--- src/rtl/msx_bus_initiator.sv ---
// MSX slot bus initiator: turns single transfer requests into Z80-style memory or
// I/O cycles with programmable setup/strobe/hold timing and WAIT_n extension.
module msx_bus_initiator #(
  parameter int unsigned SETUP_CYCLES  = 2,
  parameter int unsigned STROBE_CYCLES = 4,
  parameter int unsigned HOLD_CYCLES   = 1,
  parameter int unsigned WAIT_TIMEOUT  = 1024
) (
  input  logic        CLK,
  input  logic        RESET_n,
  input  logic        REQ,
  input  logic        REQ_WR,
  input  logic        REQ_IO,
  input  logic [15:0] REQ_ADDR,
  input  logic [7:0]  REQ_DATA,
  output logic        ACK,
  output logic        ERR,
  output logic [7:0]  RDATA,
  output logic        BUSY,
  output logic [15:0] BUS_ADDR,
  output logic [7:0]  BUS_DIN,
  output logic        BUS_SLTSL_n,
  output logic        BUS_MERQ_n,
  output logic        BUS_IORQ_n,
  output logic        BUS_RD_n,
  output logic        BUS_WR_n,
  output logic        BUS_CS1_n,
  output logic        BUS_CS2_n,
  output logic        BUS_CS12_n,
  input  logic [7:0]  BUS_DOUT,
  input  logic        BUS_BUSDIR_n,
  input  logic        BUS_WAIT_n
);

  localparam int unsigned MAX_PHASE =
    (SETUP_CYCLES > STROBE_CYCLES) ?
      ((SETUP_CYCLES > HOLD_CYCLES) ? SETUP_CYCLES : HOLD_CYCLES) :
      ((STROBE_CYCLES > HOLD_CYCLES) ? STROBE_CYCLES : HOLD_CYCLES);
  localparam int unsigned CW = $clog2(MAX_PHASE + 1);
  localparam int unsigned WW = (WAIT_TIMEOUT > 1) ? $clog2(WAIT_TIMEOUT) : 1;

  // The setup phase spends its first cycle after acceptance driving the bus,
  // so the setup counter runs 0..SETUP_CYCLES.
  localparam logic [CW-1:0] SETUP_LAST  = CW'(SETUP_CYCLES);
  localparam logic [CW-1:0] STROBE_LAST = CW'(STROBE_CYCLES - 1);
  localparam logic [CW-1:0] HOLD_LAST   = CW'(HOLD_CYCLES - 1);
  localparam logic [WW-1:0] WAIT_LAST   = WW'((WAIT_TIMEOUT > 0) ? WAIT_TIMEOUT - 1 : 0);

  localparam logic [2:0] ST_IDLE   = 3'd0;
  localparam logic [2:0] ST_SETUP  = 3'd1;
  localparam logic [2:0] ST_STROBE = 3'd2;
  localparam logic [2:0] ST_HOLD   = 3'd3;
  localparam logic [2:0] ST_DONE   = 3'd4;

  logic [2:0]    state_r;
  logic [CW-1:0] phase_cnt_r;
  logic [WW-1:0] wait_cnt_r;
  logic          wr_r;
  logic          io_r;
  logic [15:0]   addr_r;
  logic [7:0]    data_r;
  logic          timeout_r;
  logic [7:0]    rdata_cap_r;

  logic          timeout_s;
  logic          strobe_end_s;
  logic          cs1_hit_s;
  logic          cs2_hit_s;
  logic          mem_rd_s;

  // Strobe exit conditions and page decode for the latched request.
  always_comb begin
    timeout_s    = 1'b0;
    strobe_end_s = 1'b0;
    if (!BUS_WAIT_n) begin
      timeout_s = (WAIT_TIMEOUT != 32'd0) && (wait_cnt_r == WAIT_LAST);
    end else begin
      strobe_end_s = (phase_cnt_r == STROBE_LAST);
    end
    mem_rd_s  = !wr_r && !io_r;
    cs1_hit_s = (addr_r[15:14] == 2'b01);
    cs2_hit_s = (addr_r[15:14] == 2'b10);
  end

  // Transfer sequencer; every output is a register updated on the transition.
  always_ff @(posedge CLK or negedge RESET_n) begin
    if (!RESET_n) begin
      state_r     <= ST_IDLE;
      phase_cnt_r <= '0;
      wait_cnt_r  <= '0;
      wr_r        <= 1'b0;
      io_r        <= 1'b0;
      addr_r      <= 16'h0000;
      data_r      <= 8'h00;
      timeout_r   <= 1'b0;
      rdata_cap_r <= 8'h00;
      ACK         <= 1'b0;
      ERR         <= 1'b0;
      RDATA       <= 8'h00;
      BUSY        <= 1'b0;
      BUS_ADDR    <= 16'h0000;
      BUS_DIN     <= 8'h00;
      BUS_SLTSL_n <= 1'b1;
      BUS_MERQ_n  <= 1'b1;
      BUS_IORQ_n  <= 1'b1;
      BUS_RD_n    <= 1'b1;
      BUS_WR_n    <= 1'b1;
      BUS_CS1_n   <= 1'b1;
      BUS_CS2_n   <= 1'b1;
      BUS_CS12_n  <= 1'b1;
    end else begin
      ACK <= 1'b0;
      ERR <= 1'b0;
      case (state_r)
        ST_IDLE: begin
          if (REQ) begin
            wr_r        <= REQ_WR;
            io_r        <= REQ_IO;
            addr_r      <= REQ_ADDR;
            data_r      <= REQ_DATA;
            timeout_r   <= 1'b0;
            phase_cnt_r <= '0;
            BUSY        <= 1'b1;
            state_r     <= ST_SETUP;
          end
        end
        ST_SETUP: begin
          if (phase_cnt_r == '0) begin
            BUS_ADDR    <= addr_r;
            BUS_DIN     <= wr_r ? data_r : 8'h00;
            BUS_MERQ_n  <= io_r;
            BUS_IORQ_n  <= !io_r;
            BUS_SLTSL_n <= io_r;
          end
          if (phase_cnt_r == SETUP_LAST) begin
            phase_cnt_r <= '0;
            wait_cnt_r  <= '0;
            BUS_RD_n    <= wr_r;
            BUS_WR_n    <= !wr_r;
            BUS_CS1_n   <= !(mem_rd_s && cs1_hit_s);
            BUS_CS2_n   <= !(mem_rd_s && cs2_hit_s);
            BUS_CS12_n  <= !(mem_rd_s && (cs1_hit_s || cs2_hit_s));
            state_r     <= ST_STROBE;
          end else begin
            phase_cnt_r <= phase_cnt_r + CW'(1);
          end
        end
        ST_STROBE: begin
          if (timeout_s || strobe_end_s) begin
            // A timed-out read never trusts the bus: report open-bus data.
            timeout_r   <= timeout_s;
            rdata_cap_r <= (strobe_end_s && !BUS_BUSDIR_n) ? BUS_DOUT : 8'hFF;
            phase_cnt_r <= '0;
            BUS_RD_n    <= 1'b1;
            BUS_WR_n    <= 1'b1;
            BUS_CS1_n   <= 1'b1;
            BUS_CS2_n   <= 1'b1;
            BUS_CS12_n  <= 1'b1;
            state_r     <= ST_HOLD;
          end else if (BUS_WAIT_n) begin
            phase_cnt_r <= phase_cnt_r + CW'(1);
          end else begin
            wait_cnt_r  <= wait_cnt_r + WW'(1);
          end
        end
        ST_HOLD: begin
          if (phase_cnt_r == HOLD_LAST) begin
            BUS_SLTSL_n <= 1'b1;
            BUS_MERQ_n  <= 1'b1;
            BUS_IORQ_n  <= 1'b1;
            ACK         <= 1'b1;
            ERR         <= timeout_r;
            if (!wr_r) begin
              RDATA <= rdata_cap_r;
            end
            state_r     <= ST_DONE;
          end else begin
            phase_cnt_r <= phase_cnt_r + CW'(1);
          end
        end
        ST_DONE: begin
          BUSY    <= 1'b0;
          state_r <= ST_IDLE;
        end
        default: begin
          BUSY        <= 1'b0;
          BUS_SLTSL_n <= 1'b1;
          BUS_MERQ_n  <= 1'b1;
          BUS_IORQ_n  <= 1'b1;
          BUS_RD_n    <= 1'b1;
          BUS_WR_n    <= 1'b1;
          BUS_CS1_n   <= 1'b1;
          BUS_CS2_n   <= 1'b1;
          BUS_CS12_n  <= 1'b1;
          state_r     <= ST_IDLE;
        end
      endcase
    end
  end

endmodule

--- config.mk ---
export PLATFORM = sky130hd
export DESIGN_NAME = msx_bus_initiator
export DESIGN_NICKNAME = d
export VERILOG_FILES = /design/src/rtl/msx_bus_initiator.sv
export SDC_FILE = /design/constraint.sdc
export NUM_CORES = 1
export LEC_CHECK = 0
export CAP_MARGIN = 10
export CORE_UTILIZATION = 51
export CTS_CLUSTER_DIAMETER = 150
export DETAILED_ROUTE_END_ITERATION = 8
export PLACE_DENSITY = 0.8
export SYNTH_ARGS = -nofsm -noshare
export SYNTH_HDL_FRONTEND = slang
export SYNTH_SLANG_ARGS = --single-unit
export TNS_END_PERCENT = 50
--- constraint.sdc ---
create_clock -name CLK -period 2.6 [get_ports CLK]
set_clock_uncertainty 0.05 [all_clocks]
set_input_delay 0.39 -clock CLK [delete_from_list [all_inputs] [get_ports CLK]]
set_output_delay 0.39 -clock CLK [all_outputs]
set_load 0.05 [all_outputs]
# After elaboration in Yosys (flattened, before gate mapping)
# Index checks and enable logic that the tools add are counted.
# totals
inputBits,39
word_cells,122
reg_bits,93
output_inout_bits,43
# classes
bitwise,4
n_mux,44
addsub,2
eq_ne,18
n_reduce_logical,32
# ops
cell,n
10-bit two-way mux,3
3-bit two-way mux,9
3-bit one-hot mux with 4 select lines,2
1-bit one-hot mux with 3 select lines,7
10-bit one-hot mux with 2 select lines,1
1-bit two-way mux,18
8-bit two-way mux,2
"2-bit != test, second input constant",8
"3-bit by 2-bit == test with 1-bit output, second input constant",4
3-bit AND reduction,4
4-bit AND reduction,3
"10-bit by 1-bit adder with 10-bit output, second input constant",1
"10-bit == test, second input constant",1
3-bit OR reduction,3
2-bit AND reduction,4
1-bit zero test,6
3-bit zero test,2
1-bit logical AND,5
1-bit inverter,4
1-bit one-hot mux with 2 select lines,2
2-bit nonzero test,2
4-bit nonzero test,1
"3-bit by 1-bit adder with 3-bit output, second input constant",1
"3-bit by 1-bit == test with 1-bit output, second input constant",1
5 further kinds,6

# Logic depth before layout (Yosys ltp)
# Gate-level depths: netlist of the first run.
# logic_depth
depth_word,6
mapped_depth,8

# Least setup slack after synthesis of the first run
# No wires, ideal clock.
# synth_timing
kind,register to register
start,reg phase_cnt_r[0]
end,reg wait_cnt_r[0]
path_slack_ps,600
n_path_buf,0
setup_time_ps,125
arrival_ps,1825
stages_incl_launch_ff,8
path_cell_list,dfrtp_1 ha_1 ha_1 and2_1 a41oi_2 nand2b_1 nand2_1 mux2_2
# synth_via
elab_chain_cells,5
elab_cells_between_ends,7
classes_between,eq/ne: 4; mux: 1; reduce/logical: 2
# synth_rtl
item,line_no,source
from (decl),56,logic [CW-1:0] phase_cnt_r;
from (signal assigned),145,phase_cnt_r <= phase_cnt_r + CW'(1);
from (signal assigned),161,phase_cnt_r <= phase_cnt_r + CW'(1);
from (signal assigned),178,phase_cnt_r <= phase_cnt_r + CW'(1);
3-bit by 2-bit == test with 1-bit output,78,strobe_end_s = (phase_cnt_r == STROBE_LAST);
1-bit two-way mux,75,if (!BUS_WAIT_n) begin
1-bit logical OR,149,if (timeout_s || strobe_end_s) begin
2-bit != test (no line),n/a,
4-bit AND reduction (no line) (*),n/a,
to (signal assigned),163,wait_cnt_r <= wait_cnt_r + WW'(1);
to (decl),57,logic [WW-1:0] wait_cnt_r;
# Every way passes the cells marked *; elsewhere a longest branch is shown, timed or not.
# A chain may end at the register's enable or synchronous reset.

# Final worst setup path of the first run
# layout_timing
start,reg phase_cnt_r[0]
end,reg RDATA[7]
# layout_via
elab_chain_cells,2
# layout_rtl
item,line_no,source
3-bit zero test,167,if (phase_cnt_r == HOLD_LAST) begin
3-bit AND reduction (no line),n/a,
to (signal assigned),174,RDATA <= rdata_cap_r;
to (decl),18,"output logic [7:0] RDATA,"
# No other way between the ends.

==> impl_metrics.toml, run 1 <==
[die]
dieArea_sq_um = 8040
rows = 31
die_w_um = 89.7
initial_core_util_pct = 53.5
fp.dieH_um = 89.7
io_pins = 82
design.core.area_sq_um = 7330

[timing]
final-setup-viol-count = 0
hold_viol_final = 22
post-route-min-period_ps = 2190
slew_viol_final = 0
max_freq_mhz = 456
tns_ps = 0
slew_headroom_pct = 35.9
hold_slack_ps = -19.8
final.period_utilization_pct = 84.4
rsz0062_at_grt = "no"
tightest_slew_ps = 961

[synthesis]
yosysSeqAreaShare_pct = 59.6
ys_types = 44
async_flop_share_pct = 100
synth-edff-count = 0
syn-cell-area_sq_um = 3920
ys_warn_count = 0
synth-seq-cells = 93
syn_area_per_cell_sq_um = 10.9
synth_fp_nets = 404
synthFlopType = "dfrtp_1"
postSynthCellCount = 358

[clocking]
cts.clk_slew.worst_paths_ps = 90
cts.sinks = 93
root_buffer = "clkbuf_8"
cts_max_level = 3
ctsResizeCount = 0
cts_buffers = 9
clk_latency_ps = 340
cts_tree = "built"
clockBufferDepth = 2
cts_setup_buffers = 0
hold_buffers = 0

[critical_path]
startpoint_type = "register"
cp-end-kind = "register"
ff2ff_setup_slack_ps = 410
r2r-start = "phase_cnt_r[0]"
cp.required_ps = 2780
crit_arrival_ps = 2370
critical_path_peak_fanout = 8
critical_path_class = "reg2reg"
worstReg2RegEnd = "RDATA[7]"
reg2regPathDepth = 6

[flow_run]
drv_cap = 0

[place]
portBuffers = 81
dp_hpwl_mm = 5.64
gp_congestion = 0.828
placedCellCount = 529

[drt]
drc_errors = 0
wire_per_inst_um = 14.8
ant_nets = 0
firstDrtPassIters = 5
routed_via_density = 5.19
wirelength_mm = 8.06
drt-initial-drc-count = 192
vias = 2823

[final_layout]
final_cells = 544
nFillCells = 541
drive_above_1_share_pct = 15.3
nets = 487
area_delta_synth_final_pct = 29.4
num_antenna_cells = 0

[global_route]
grt_pass1_wl_mm = 12.7
grt_pass1_vias = 2705
antenna_found_initial = 0
grt_use_total_pct = 21.1
grt_max_degree = 51
overflow = 0

[status]
violations = "negative hold slack"
status = "finished, violations left"

[power_and_ir_drop]
vdd_ir_drop_max_uv = 693
power_density_nw_per_um2 = 1260
leakage_nw = 2.32

[min_path]
hold_class = "in2async"
cell usage after synthesis (all sizes together), types with 6 or more instances:
cell | instances | area, sq um
clkbuf | 9 | 33.8
mux2 | 32 | 360
nand3 | 10 | 50.1
inv | 10 | 37.5
nand2 | 80 | 300
and3 | 6 | 37.5
a21oi | 6 | 30.0
buf | 9 | 45.1
dfstp | 7 | 184
xor2 | 7 | 61.3
dfrtp | 86 | 2150
ha | 7 | 87.6
nor2 | 24 | 90.1
o21ai | 18 | 90.1
cell usage in the layout (no fill, tap or decap), types with 2 or more instances in the layout:
cell type and instances:
dfrtp_1 86, nand2_1 80, clkdlybuf4s50_1 80, mux2_2 32, nor2_1 24, o21ai_0 18, inv_1 10, nand3_1 10
clkbuf_8 9, buf_4 9, dfstp_2 7, xor2_1 7, ha_1 7, and3_1 6, a21oi_1 6, nand2b_1 4
a31oi_1 4, o211ai_1 4, and2_1 3, nor3_1 3, o2111ai_1 3, nor3b_1 2, or3_1 2, a21o_1 2
bufinv_16 2
area by class of cell:
| class | count | area [sq um] | area share, % |
|---|---|---|---|
| repair buffers | 90 | 888 | 17.5 |
| flip-flops and latches | 93 | 2340 | 46.1 |
| well taps | 99 | 124 | 2.44 |
| clock buffers | 10 | 128 | 2.52 |
| clock inverters | 5 | 85.1 | 1.68 |
| multi-input cells | 237 | 1470 | 29.0 |
| inverters | 10 | 37.5 | 0.740 |
cell families (layout without fill, tap and decap cells):
logic type	after synthesis	after routing	share of synthesized area (%)
xor gates and xnor gates	7	7	1.56
DFF	93	93	59.6
buffers and inverters	28	115	2.97
AOI/OAI and AO/OA	49	49	8.52
muxes	32	32	9.19
adders and majority gates	7	7	2.23
and+or+nand+nor	142	142	15.9
metal layers:
layer	vias up	share of wire [%]	track usage, %
met5	-	0	0
met4	0	1.6	8.08
met3	9	4.0	3.56
met2	66	48	34.0
met1	1367	47	28.8
li1	1381	-	-
how the worst max path moves through the flow:
stage | from | to | slack, ps
6_report | phase_cnt_r[0] | RDATA[7] | 410
5_1_grt | phase_cnt_r[0] | RDATA[2] | 230
4_1_cts | phase_cnt_r[0] | RDATA[7] | 410
3_5_place_dp | BUS_WAIT_n | wait_cnt_r[9] | 290
3_3_place_gp | BUS_WAIT_n | wait_cnt_r[9] | 330
2_1_floorplan | phase_cnt_r[0] | wait_cnt_r[0] | 600
state kept, by name, indices dropped and copies added (netlist names), 3 cells and up:
name	flops
BUS_DIN	8
phase_cnt_r	3
state_r	3
addr_r	16
rdata_cap_r	8
data_r	8
BUS_ADDR	16
wait_cnt_r	10
RDATA	8
worst max-delay path, stage by stage (launching register included):
cell and delay [ps]:
dfrtp_1 420, inv_1 100, ha_1 190, nand2_1 160, nor3b_1 340, and2_1 430, mux2_2 390
where the power goes:
part	internal [W]	switching, W	total (W)	leakage [nW]
Clock	0.000542	0.000488	0.00103	0.103
Sequential	0.00205	0.000365	0.00242	1.17
Combinational	0.00109	0.00185	0.00294	1.05
per-stage QoR:
step           area [sq um]  hold WS, ps  worst slack, ps  power [W]  util, %
2_1_floorplan          3920         44.4              600    0.00440        -
5_1_grt                5070         27.7              232    0.00678     69.2
3_5_place_dp           4860          378              292    0.00539     66.3
4_1_cts                5070         1.98              413    0.00643     69.2
6_report               5070        -19.8              407    0.00639     69.2
3_3_place_gp           4860          373              331    0.00528     66.3
No activity file was read; power rests on OpenSTA's default activity.
==> run 2, diff against run 1 <==
==> constraint.sdc (replaced) <==
create_clock -name CLK -period 2.29 [get_ports CLK]
set_clock_uncertainty 0.05 [all_clocks]
set_input_delay 0.3435 -clock CLK [delete_from_list [all_inputs] [get_ports CLK]]
set_output_delay 0.3435 -clock CLK [all_outputs]
set_load 0.05 [all_outputs]
==> run 2 against run 1 <==
The run now ends clean. Wire length up 2.9%. Non-clock buffer count up 7. Worst hold slack better by 440 ps. Sequential power up 13%. Clock power up 7%. Power up 14%. Count of clock-buffer cells in the layout unchanged. First-iteration DRC count down 15%. Core utilization up 0.70 points. Die area unchanged. Critical path type is now reg2out.
==> impl_metrics.toml, run 2 (same netlist as run 1, synthesis figures left out) <==
[status]
status = "completed"

[timing]
slew_headroom_pct = 58.7
max_freq_mhz = 472
slew_viol_final = 0
rsz0062_at_grt = "no"
tns_ps = 0
worst_slack_ps = 170
post-route-min-period_ps = 2120
tightest_slew_ps = 613
hold_viol_final = 0
final-setup-viol-count = 0
final.period_utilization_pct = 92.6

[final_layout]
drive_above_1_share_pct = 16.6
layout_common_cells = "dfrtp_1 (86), nand2_1 (80), clkdlybuf4s50_1 (80), mux2_2 (32), nor2_1 (24)"
largestRegisters = "BUS_ADDR: 16 flops, addr_r: 16 flops, wait_cnt_r: 10 flops"
final_common_cell = "dfrtp_1"
num_antenna_cells = 0
area_delta_synth_final_pct = 30.7
final_util_pct = 69.9
nets = 494
final_cells = 551

[die]
die_w_um = 89.7
design.core.area_sq_um = 7330
fp.dieH_um = 89.7
dieArea_sq_um = 8040
io_pins = 82
initial_core_util_pct = 53.5
rows = 31

[critical_path]
critical_path_peak_fanout = 3
cp.required_ps = 1900
critical_path_class = "reg2out"
crit_chain = "clkdlybuf4s50_1"
r2r-start = "phase_cnt_r[2]"
crit_slowest_cell = "clkdlybuf4s50_1"
crit_arrival_ps = 1730
ff2ff_setup_slack_ps = 210
crit_family = "buffers and inverters"
worstReg2RegEnd = "RDATA[2]"
startpoint_type = "register"
path_depth = 1
cp-startpoint = "BUS_MERQ_n"
cp.buffers_inverters = 1
slowest_delay_ps = 830
reg2regPathDepth = 5
crit_path_end = "BUS_MERQ_n"
cp-end-kind = "output port"

[place]
place_ws_ps = 100
placedCellCount = 535
gp_congestion = 0.847
portBuffers = 81
dp_hpwl_mm = 5.68

[drt]
wirelength_mm = 8.29
vias = 2878
drc_errors = 0
routed_via_density = 5.22
drt-initial-drc-count = 163
ant_nets = 0
firstDrtPassIters = 5
wire_per_inst_um = 15.1

[global_route]
grt_max_degree = 44
grt_use_total_pct = 22.0
grt_pass1_wl_mm = 13.2
grt_pass1_vias = 2791
overflow = 0
antenna_found_initial = 0

[clocking]
cts_tree = "built"
cts_buffers = 9
cts.sinks = 93
clk_latency_ps = 350
clockBufferDepth = 2
cts_setup_buffers = 0
ctsResizeCount = 0
cts.clk_slew.worst_paths_ps = 90
cts_max_level = 3
root_buffer = "clkbuf_8"

[flow_run]
drv_cap = 0

[min_path]
hold_class = "reg2reg"
worstHoldStart = "addr_r[9]"

[power_and_ir_drop]
power_density_nw_per_um2 = 1420
finalPower_w = 0.00726
leakage_nw = 2.35
vdd_ir_drop_max_uv = 714
run 2: changes by cell type in the layout (fill, tap and decap cells not counted), sizes merged:
| cell | before | now |
|---|---|---|
| buf | 10 | 16 |
| bufinv | 2 | 1 |
| clkinvlp | 1 | 2 |
| dlygate4sd3 | 0 | 1 |
run 2: metrics by stage:
step,hold slack (ps),instance area (sq um)
global placement,322,4920
detailed placement,328,4920
CTS,425,5120
finish,423,5120
floorplan,-2.09,3920
global route,443,5120
run 2: report_power, final:
part / internal [W] / switching (W)
logic: 0.00130 / 0.00212
clock network: 0.000531 / 0.000565
registers: 0.00233 / 0.000408
run 2: per-layer routing:
metal  vias up  global-route usage, %  wire, um
li1       1390                      -         -
met1      1412                   30.4      3800
met2        72                   34.5      3990
met3         4                   5.12       435
met4         0                   7.22        64
met5         -                      0         0
run 2: what timing repair did:
action,4_1_cts,5_1_grt
endpoints found under the hold margin,36,0
setup endpoints to repair,0,0
hold buffers,1,0
run 2: how the worst min path moves through the flow:
stage / endpoint / slack (ps) / depth (start not counted)
2_1_floorplan: ACK / -2 / 0
3_5_place_dp: wait_cnt_r[6] / 330 / 1
5_1_grt: BUS_ADDR[9] / 440 / 2
6_report: BUS_ADDR[9] / 420 / 2
3_3_place_gp: wait_cnt_r[4] / 320 / 1
4_1_cts: BUS_ADDR[4] / 420 / 2
run 2: cell type report:
type	count	area [sq um]
inverter	10	37.5
timing repair buffer	97	956
fill	541	2210
clock inverter	5	58.8
multi-input combinational	237	1470
tap	99	124
clock buffer	10	138
sequential	93	2340
run 2: worst min-delay path, delay by kind of cell (launching register included):
family	cells	cell delay, ps
flip-flops	1	350
AND/OR/NAND/NOR	2	100
